`src/rtl/id_ex_stage_pkg.sv`:
```
// Shared MIPS32_PPL constants, ALU operation encodings and the ID/EX control bundle.
package mips32_pkg;

  localparam int unsigned DATA_W     = 32;
  localparam int unsigned REG_ADDR_W = 5;
  localparam int unsigned ALUOP_W    = 4;

  typedef enum logic [ALUOP_W-1:0] {
    ALU_ADD  = 4'h0,
    ALU_SUB  = 4'h1,
    ALU_AND  = 4'h2,
    ALU_OR   = 4'h3,
    ALU_XOR  = 4'h4,
    ALU_NOR  = 4'h5,
    ALU_SLT  = 4'h6,
    ALU_SLTU = 4'h7,
    ALU_SLL  = 4'h8,
    ALU_SRL  = 4'h9,
    ALU_SRA  = 4'hA,
    ALU_LUI  = 4'hB
  } alu_op_e;

  typedef struct packed {
    logic reg_wr_en;
    logic mem_rd_en;
    logic mem_wr_en;
    logic mem_to_reg;
    logic alu_src;
  } ctrl_t;

  localparam ctrl_t NOP_CTRL = '0;

endpackage

```
`src/rtl/id_ex_stage_hazard_detect.sv`:
```
// Load-use hazard compare: a valid load in EX whose destination feeds the ID instruction.
module hazard_detect
  import mips32_pkg::*;
#(
  parameter int unsigned ADDR_W = mips32_pkg::REG_ADDR_W
) (
  input  logic              valid_id,
  input  logic              valid_ex,
  input  logic              mem_rd_en_ex,
  input  logic [ADDR_W-1:0] wr_addr_ex,
  input  logic [ADDR_W-1:0] rs_id,
  input  logic [ADDR_W-1:0] rt_id,
  input  logic              uses_rt_id,
  output logic              hazard
);

  logic rs_match;
  logic rt_match;
  logic load_in_ex;

  always_comb begin
    load_in_ex = valid_ex & mem_rd_en_ex & (wr_addr_ex != '0);
    rs_match   = (wr_addr_ex == rs_id);
    rt_match   = uses_rt_id & (wr_addr_ex == rt_id);
    hazard     = valid_id & load_in_ex & (rs_match | rt_match);
  end

endmodule

```
`src/rtl/id_ex_stage.sv`:
```
// ID/EX pipeline register with load-use bubble insertion and IF/ID stall generation.
module id_ex_stage
  import mips32_pkg::*;
#(
  parameter int unsigned DATA_W     = mips32_pkg::DATA_W,
  parameter int unsigned REG_ADDR_W = mips32_pkg::REG_ADDR_W,
  parameter int unsigned ALUOP_W    = mips32_pkg::ALUOP_W
) (
  input  logic                  clk,
  input  logic                  rstb,
  input  logic [REG_ADDR_W-1:0] Rs_ID,
  input  logic [REG_ADDR_W-1:0] Rt_ID,
  input  logic [REG_ADDR_W-1:0] Rd_ID,
  input  logic                  UsesRt_ID,
  input  logic                  RegDst_ID,
  input  logic                  RegWrEn_ID,
  input  logic                  MemRdEn_ID,
  input  logic                  MemWrEn_ID,
  input  logic                  MemToReg_ID,
  input  logic                  ALUSrc_ID,
  input  logic [ALUOP_W-1:0]    ALUOp_ID,
  input  logic [DATA_W-1:0]     OperA_ID,
  input  logic [DATA_W-1:0]     OperB_ID,
  input  logic [DATA_W-1:0]     Imm_ID,
  input  logic [DATA_W-1:0]     PC4_ID,
  input  logic                  Valid_ID,
  input  logic                  Flush,
  output logic [REG_ADDR_W-1:0] RegRs_EX,
  output logic [REG_ADDR_W-1:0] RegRt_EX,
  output logic [REG_ADDR_W-1:0] RegWrAddr_EX,
  output logic                  RegWrEn_EX,
  output logic                  MemRdEn_EX,
  output logic                  MemWrEn_EX,
  output logic                  MemToReg_EX,
  output logic                  ALUSrc_EX,
  output logic [ALUOP_W-1:0]    ALUOp_EX,
  output logic [DATA_W-1:0]     OperA_EX,
  output logic [DATA_W-1:0]     OperB_EX,
  output logic [DATA_W-1:0]     Imm_EX,
  output logic [DATA_W-1:0]     PC4_EX,
  output logic                  Valid_EX,
  output logic                  Stall_IF_ID
);

  ctrl_t                 ctrl_id;
  ctrl_t                 ctrl_q;
  logic [REG_ADDR_W-1:0] wr_addr_id;
  logic                  hazard;
  logic                  load_bubble;

  always_comb begin
    ctrl_id.reg_wr_en  = RegWrEn_ID;
    ctrl_id.mem_rd_en  = MemRdEn_ID;
    ctrl_id.mem_wr_en  = MemWrEn_ID;
    ctrl_id.mem_to_reg = MemToReg_ID;
    ctrl_id.alu_src    = ALUSrc_ID;
    wr_addr_id         = RegDst_ID ? Rd_ID : Rt_ID;
  end

  hazard_detect #(
    .ADDR_W(REG_ADDR_W)
  ) u_hazard_detect (
    .valid_id    (Valid_ID),
    .valid_ex    (Valid_EX),
    .mem_rd_en_ex(ctrl_q.mem_rd_en),
    .wr_addr_ex  (RegWrAddr_EX),
    .rs_id       (Rs_ID),
    .rt_id       (Rt_ID),
    .uses_rt_id  (UsesRt_ID),
    .hazard      (hazard)
  );

  // A redirect discards the ID instruction, so holding IF/ID would be pointless.
  assign load_bubble = Flush | hazard;
  assign Stall_IF_ID = rstb & hazard & ~Flush;

  // Reset, flush and load-use bubble all load the same all-zero NOP state.
  always_ff @(posedge clk) begin
    if (!rstb || load_bubble) begin
      ctrl_q       <= NOP_CTRL;
      ALUOp_EX     <= '0;
      RegRs_EX     <= '0;
      RegRt_EX     <= '0;
      RegWrAddr_EX <= '0;
      OperA_EX     <= '0;
      OperB_EX     <= '0;
      Imm_EX       <= '0;
      PC4_EX       <= '0;
      Valid_EX     <= 1'b0;
    end else begin
      ctrl_q       <= Valid_ID ? ctrl_id : NOP_CTRL;
      ALUOp_EX     <= Valid_ID ? ALUOp_ID : '0;
      RegRs_EX     <= Rs_ID;
      RegRt_EX     <= Rt_ID;
      RegWrAddr_EX <= wr_addr_id;
      OperA_EX     <= OperA_ID;
      OperB_EX     <= OperB_ID;
      Imm_EX       <= Imm_ID;
      PC4_EX       <= PC4_ID;
      Valid_EX     <= Valid_ID;
    end
  end

  assign RegWrEn_EX  = ctrl_q.reg_wr_en;
  assign MemRdEn_EX  = ctrl_q.mem_rd_en;
  assign MemWrEn_EX  = ctrl_q.mem_wr_en;
  assign MemToReg_EX = ctrl_q.mem_to_reg;
  assign ALUSrc_EX   = ctrl_q.alu_src;

endmodule
```
`config.mk`:
```
export PLATFORM = sky130hd
export DESIGN_NAME = id_ex_stage
export DESIGN_NICKNAME = d
export VERILOG_FILES = /design/src/rtl/id_ex_stage_pkg.sv /design/src/rtl/id_ex_stage_hazard_detect.sv /design/src/rtl/id_ex_stage.sv
export SDC_FILE = /design/constraint.sdc
export NUM_CORES = 1
export LEC_CHECK = 0
export CAP_MARGIN = 10
export CORE_AREA = 3 3 121 123
export DETAILED_ROUTE_END_ITERATION = 16
export DIE_AREA = 0 0 124 126
export GPL_TIMING_DRIVEN = 0
export HOLD_SLACK_MARGIN = 0.12
export PLACE_DENSITY_LB_ADDON = 0.25
export SETUP_SLACK_MARGIN = 0.02
export SYNTH_ARGS = -nofsm -noshare
export SYNTH_HDL_FRONTEND = slang
export SYNTH_SLANG_ARGS = --single-unit
```
`constraint.sdc`:
```
create_clock -name clk -period 3.13 [get_ports clk]
set_clock_uncertainty 0.05 [all_clocks]
set_input_delay 0.939 -clock clk [delete_from_list [all_inputs] [get_ports clk]]
set_output_delay 0.939 -clock clk [all_outputs]
set_load 0.02 [all_outputs]
```
==> metrics.txt, run 1 <==
status=finished, final reports clean; XOR/XNOR Fraction of Synth Area=1.709%; Critical Path AT=2.07 ns; row count=43; Yosys cell types=21; initial DRC count=225; worst-case reg-to-reg path depth=8; most common cell after layout, fill and taps aside=clkdlybuf4s50_1; die height=126 µm; Crit path depth=5; busiest grt layer=met2; top cell type by total area after synthesis=dfxtp_1; grt met2 use=37.89%; Hold Path Cell Cnt=3; post-DR wirelength/cell=16.19 µm; initial antenna violation count=1; core footprint=0.01377 mm²; CTS Buffer Depth=2; Synth Area in Simple Gates=12.16%; met3 Use GR=6.107%; drt via density=4.607; pwr/cell area=532.7 mW/mm²; main combinational cell family by area after synthesis=compound AO/OA/AOI/OAI gates; period utilisation layout=97.89%; Max Freq=0.3264 GHz; final hold vios=0; chip width=124 µm; largest net degree at the start of global routing=17; Final Max Slew Viols=0; final setup violation count=0; number of max-cap violations=0; Leak=3.529 nW; first-pass GRT wire length=25.69 mm; Synth Area in Adders=0%; Syn Nets=691; post-synthesis mux area share=0.9766%; Min Hold Slack=0.7082 ns; GR Util met1=23.75%; die area=0.01562 mm²; post-synthesis sequential area ratio=59.77%; worst skew pair latency=0.42 ns; Avg Cell Area, Syn=9.615 µm²; Worst R2R Setup Slack=1.33 ns; Core Util, Final=66.33%; CP top delay family=buffers and inverters; htree depth=4; Post-Route WL=17.16 mm; DRC=0; cell mode on critical path=buf_6; share of cells above drive strength 1=15.47%; maximum VDD drop=0.2793 mV; Worst-path clk slew=0.06 ns; Yosys warning total=0; port bufs=310; #FFs+latches synth=153; Synth top area share=59.77%; crit-path cells=clkdlybuf4s50_1, nor2b_1, buf_6, and3_4, buf_6; Worst Path Required=2.14 ns; Synth Cell Area=0.005125 mm²; Num CTS Buffers=17; vias in the first global route=4930; commonest cells after routing, fill and taps aside=297 x clkdlybuf4s50_1, 153 x dfxtp_1, 141 x nand2_1; Worst Tran Pin Value=0.4749 ns; Via Count=4883; CTS tree=yes; iteration count of the initial detailed-routing pass=4; total clock sinks=153; slowest stage delay, CP=0.48 ns; total gr overflow=0; Initial Util=37.21%; CP endpoint kind=output pin; ANT nets after route=0; Worst path slowest cell=clkdlybuf4s50_1; GRT Resource Usage Total=21.49%; Compound-Gate Fraction of Synth Area=20.02%; crit path buf inv count=3; detailed-placement wirelength estimate=12.99 mm; CP max FO=14; final worst path period need=3.064 ns; Slew HR=68.34%; RePlAce Congestion=0.7902; WS Path Type=input port to output pin; Syn Inst Count=533; HP Class=input port to register; Root Buffer Master=clkbuf_16; I/O Pins=312; area delta synth->final=78.27%; top cells by area, synth=dfxtp_1 60%, nand2_1 10%, a21oi_2 10%; Critical Path Start Type=input port; final-stage net count=1024
[repair_timing]
action                                  CTS  global route
cloned                                    0             0
gates resized for setup                  30            15
endpoints found under the setup margin    1             1
buffers inserted                          4             1
hold buffers                              0             0
pin swaps                                 8            13
[flip-flops by register name, summed over array words and instances (netlist names), 4 cells and up]
register and count:
PC4_EX 32, RegRs_EX 5, OperA_EX 32, RegWrAddr_EX 5, Imm_EX 32, OperB_EX 32, RegRt_EX 5, ALUOp_EX 4
[worst reg2reg max path: stages, from the launching register on]
cell and delay (ns):
dfxtp_1 0.46, xnor2_2 0.15, nand3_1 0.09, o22ai_2 0.18, buf_6 0.13, buf_4 0.10
buf_4 0.17, buf_2 0.25, a211oi_1 0.10
[logic make-up after synthesis]
| kind of cell | Yosys count |
|---|---|
| compound gates | 155 |
| xor+xnor | 10 |
| buf+inv | 52 |
| flops | 153 |
| mux | 5 |
| simple gates | 158 |
[area by class of cell]
cell class | count | area (µm²)
antenna | 1 | 2.502
buffer | 51 | 295.3
clock buffer | 23 | 498.0
clock inverter | 9 | 135.1
fill | 1141 | 4637
multi-input combinational | 328 | 1810
sequential | 153 | 3063
tap | 180 | 225.2
timing repair buffer | 315 | 3107
[layer usage]
metal | share of wire (%) | up-vias
met5 | 0 | -
met2 | 52 | 205
li1 | - | 2418
met1 | 37 | 2222
met3 | 8.1 | 38
met4 | 3.0 | 0
[path summary, 6_finish.rpt]
kind                   start              end
max reg2reg  RegWrAddr_EX[0]  RegWrAddr_EX[3]
min                 Rs_ID[4]      RegRs_EX[4]
min reg2reg       MemRdEn_EX  RegWrAddr_EX[2]
max                     rstb      Stall_IF_ID
[synthesized netlist by cell type]
cell type / instances
xnor2_1: 10
a21oi_1: 88
and3_1: 1
mux2i_1: 5
nor2b_1: 1
o22ai_1: 1
a21oi_2: 60
a21oi_4: 1
nand2b_1: 1
buf_1: 1
clkbuf_1: 24
dfxtp_1: 153
buf_4: 1
nand2_1: 141
nor2_1: 1
nor3_2: 1
nand4_1: 1
buf_6: 7
a211oi_1: 5
buf_2: 19
nand3_1: 11
[metrics by stage]
step / TNS (ns) / power [mW] / area [µm²] / std cells / worst slack (ns)
final: 0 / 4.867 / 9136 / 1060 / 0.06606
after CTS: 0 / 4.903 / 9134 / 1058 / 0.02118
after global placement: -0.9496 / 2.738 / 8453 / 1023 / -0.9496
after floorplan: 0 / 2.350 / 5125 / 533 / 0.2857
after global routing: -0.01012 / 5.039 / 9136 / 1060 / -0.01012
after detailed placement: -0.9204 / 2.750 / 8453 / 1023 / -0.9204
[power by group]
group | total [mW] | switching, mW | internal (mW)
combinational | 0.657 | 0.293 | 0.364
sequential | 2.05 | 0.0260 | 2.03
clock | 2.16 | 0.795 | 1.36
(Power assumes the default switching activity.)
==> run 2: changes to the inputs <==
--- a/config.mk
+++ b/config.mk
@@ -5,7 +5,6 @@
 export SDC_FILE = /design/constraint.sdc
 export NUM_CORES = 1
 export LEC_CHECK = 0
-export CAP_MARGIN = 10
 export CORE_AREA = 3 3 121 123
 export DETAILED_ROUTE_END_ITERATION = 16
 export DIE_AREA = 0 0 124 126
==> results of run 2 <==
The final DEF is identical to that of run 1; final timing and power are the same.
==> run 3: changes to the inputs <==
--- a/config.mk
+++ b/config.mk
@@ -5,9 +5,9 @@
 export SDC_FILE = /design/constraint.sdc
 export NUM_CORES = 1
 export LEC_CHECK = 0
-export CORE_AREA = 3 3 121 123
+export CORE_MARGIN = 3
+export CORE_UTILIZATION = 37
 export DETAILED_ROUTE_END_ITERATION = 16
-export DIE_AREA = 0 0 124 126
 export GPL_TIMING_DRIVEN = 0
 export HOLD_SLACK_MARGIN = 0.12
 export PLACE_DENSITY_LB_ADDON = 0.25
==> constraint.sdc (replaced) <==
create_clock -name clk -period 3.4 [get_ports clk]
set_clock_uncertainty 0.05 [all_clocks]
set_input_delay 1.02 -clock clk [delete_from_list [all_inputs] [get_ports clk]]
set_output_delay 1.02 -clock clk [all_outputs]
set_load 0.02 [all_outputs]
==> run 3 against run 2 <==
- die area is 2.1% lower
- critical path depth is 3 higher
- cell count is 0.47% lower
- register-to-register slack better by 0.35 ns
- first-iteration DRC count is 15% lower
- core utilization is 1.9 points higher
- clock-buffer cell count is 3 lower
==> metrics.txt, run 3 (same netlist as run 1, synthesis figures left out) <==
number of max-cap violations=0; DRC=0; pre-CTS WS=-0.9219 ns; pwr/cell area=491.3 mW/mm²; period utilisation layout=96.24%; Overall Power=4.489 mW; commonest cells after routing, fill and taps aside=298 x clkdlybuf4s50_1, 153 x dfxtp_1, 141 x nand2_1; HP Class=register to register; I/O Pins=312; total clock sinks=153; detailed-placement wirelength estimate=13.06 mm; CP endpoint kind=output pin; Root Buffer Master=clkbuf_16; RePlAce Congestion=0.7618; GRT Resource Usage Total=21.75%; CTS tree=yes; initial antenna violation count=0; drt via density=4.608; share of cells above drive strength 1=14.46%; area post-placement=0.008448 mm²; row count=42; iteration count of the initial detailed-routing pass=4; Min Hold Slack=0.8225 ns; final worst path period need=3.272 ns; first-pass GRT wire length=25.39 mm; most common cell after layout, fill and taps aside=clkdlybuf4s50_1; Placed Cells=1019; Core Util, Final=68.19%; Via Count=4861; CTS Buffer Depth=2; Slew HR=69.85%; Post-Route WL=17.16 mm; setup TNS=0 ns; area delta synth->final=78.30%; chip width=123.7 µm; Max Freq=0.3056 GHz; worst skew pair latency=0.40 ns; core footprint=0.01340 mm²; setup ws final=0.1278 ns; maximum VDD drop=0.3270 mV; port bufs=310; RSZ-0062 raised after global routing=no; largest net degree at the start of global routing=17; post-route cell area=0.009138 mm²; final hold vios=0; total gr overflow=0; WS Path Type=input port to output pin; final-stage net count=1024; Worst-path clk slew=0.06 ns; Worst Tran Pin Value=0.4523 ns; Leak=3.536 nW; die area=0.01530 mm²; Num CTS Buffers=17; initial DRC count=191; post-DR wirelength/cell=16.27 µm; Worst Path Required=2.33 ns; # fillers=1041; post-route insts no fill=1055; CP max FO=3; die height=123.7 µm; Worst R2R Setup Slack=1.68 ns; status=finished, final reports clean; htree depth=4; Critical Path Start Type=input port; vias in the first global route=4844; ANT nets after route=0; Critical Path AT=2.20 ns; Initial Util=38.24%; final setup violation count=0; Final Max Slew Viols=0
run 3: final timing paths:
kind,from,to,cells past startpoint
max,Rt_ID[0],Stall_IF_ID,8
min,MemRdEn_EX,RegWrAddr_EX[0],4
max reg2reg,RegWrAddr_EX[4],OperA_EX[14],8
min reg2reg,MemRdEn_EX,RegWrAddr_EX[0],4
run 3: critical path: stages:
cell	delay, ns
dlygate4sd2_1	0.29
xnor2_1	0.18
nand2_1	0.08
o22ai_1	0.12
buf_4	0.14
buf_12	0.09
and3_4	0.17
buf_6	0.11
run 3: area by class of cell:
type	count	area, µm²	share of cell area [%]
sequential	153	3063	33.52
clock inverter	11	168.9	1.849
multi-input combinational	328	1804	19.75
tap	176	220.2	2.410
buffer	51	287.8	3.149
antenna	1	2.502	0.02739
clock buffer	20	456.7	4.998
timing repair buffer	315	3134	34.30
run 3: layer usage:
layer | track usage [%] | part of all wire, %
met1 | 23.78 | 37
met2 | 39.30 | 52
met3 | 6.948 | 9.0
met4 | 7.751 | 2.2
met5 | 0 | 0
run 3: where the power goes:
group / internal (mW) / switching (mW)
logic: 0.335 / 0.268
registers: 1.86 / 0.0230
clock network: 1.27 / 0.733
total: 3.47 / 1.02
run 3: repair_timing:
item / CTS / global route
buffers inserted: 3 / 2
pin swaps: 0 / 6
gates resized for setup: 21 / 6
hold buffers: 0 / 0
endpoints found under the setup margin: 1 / 1
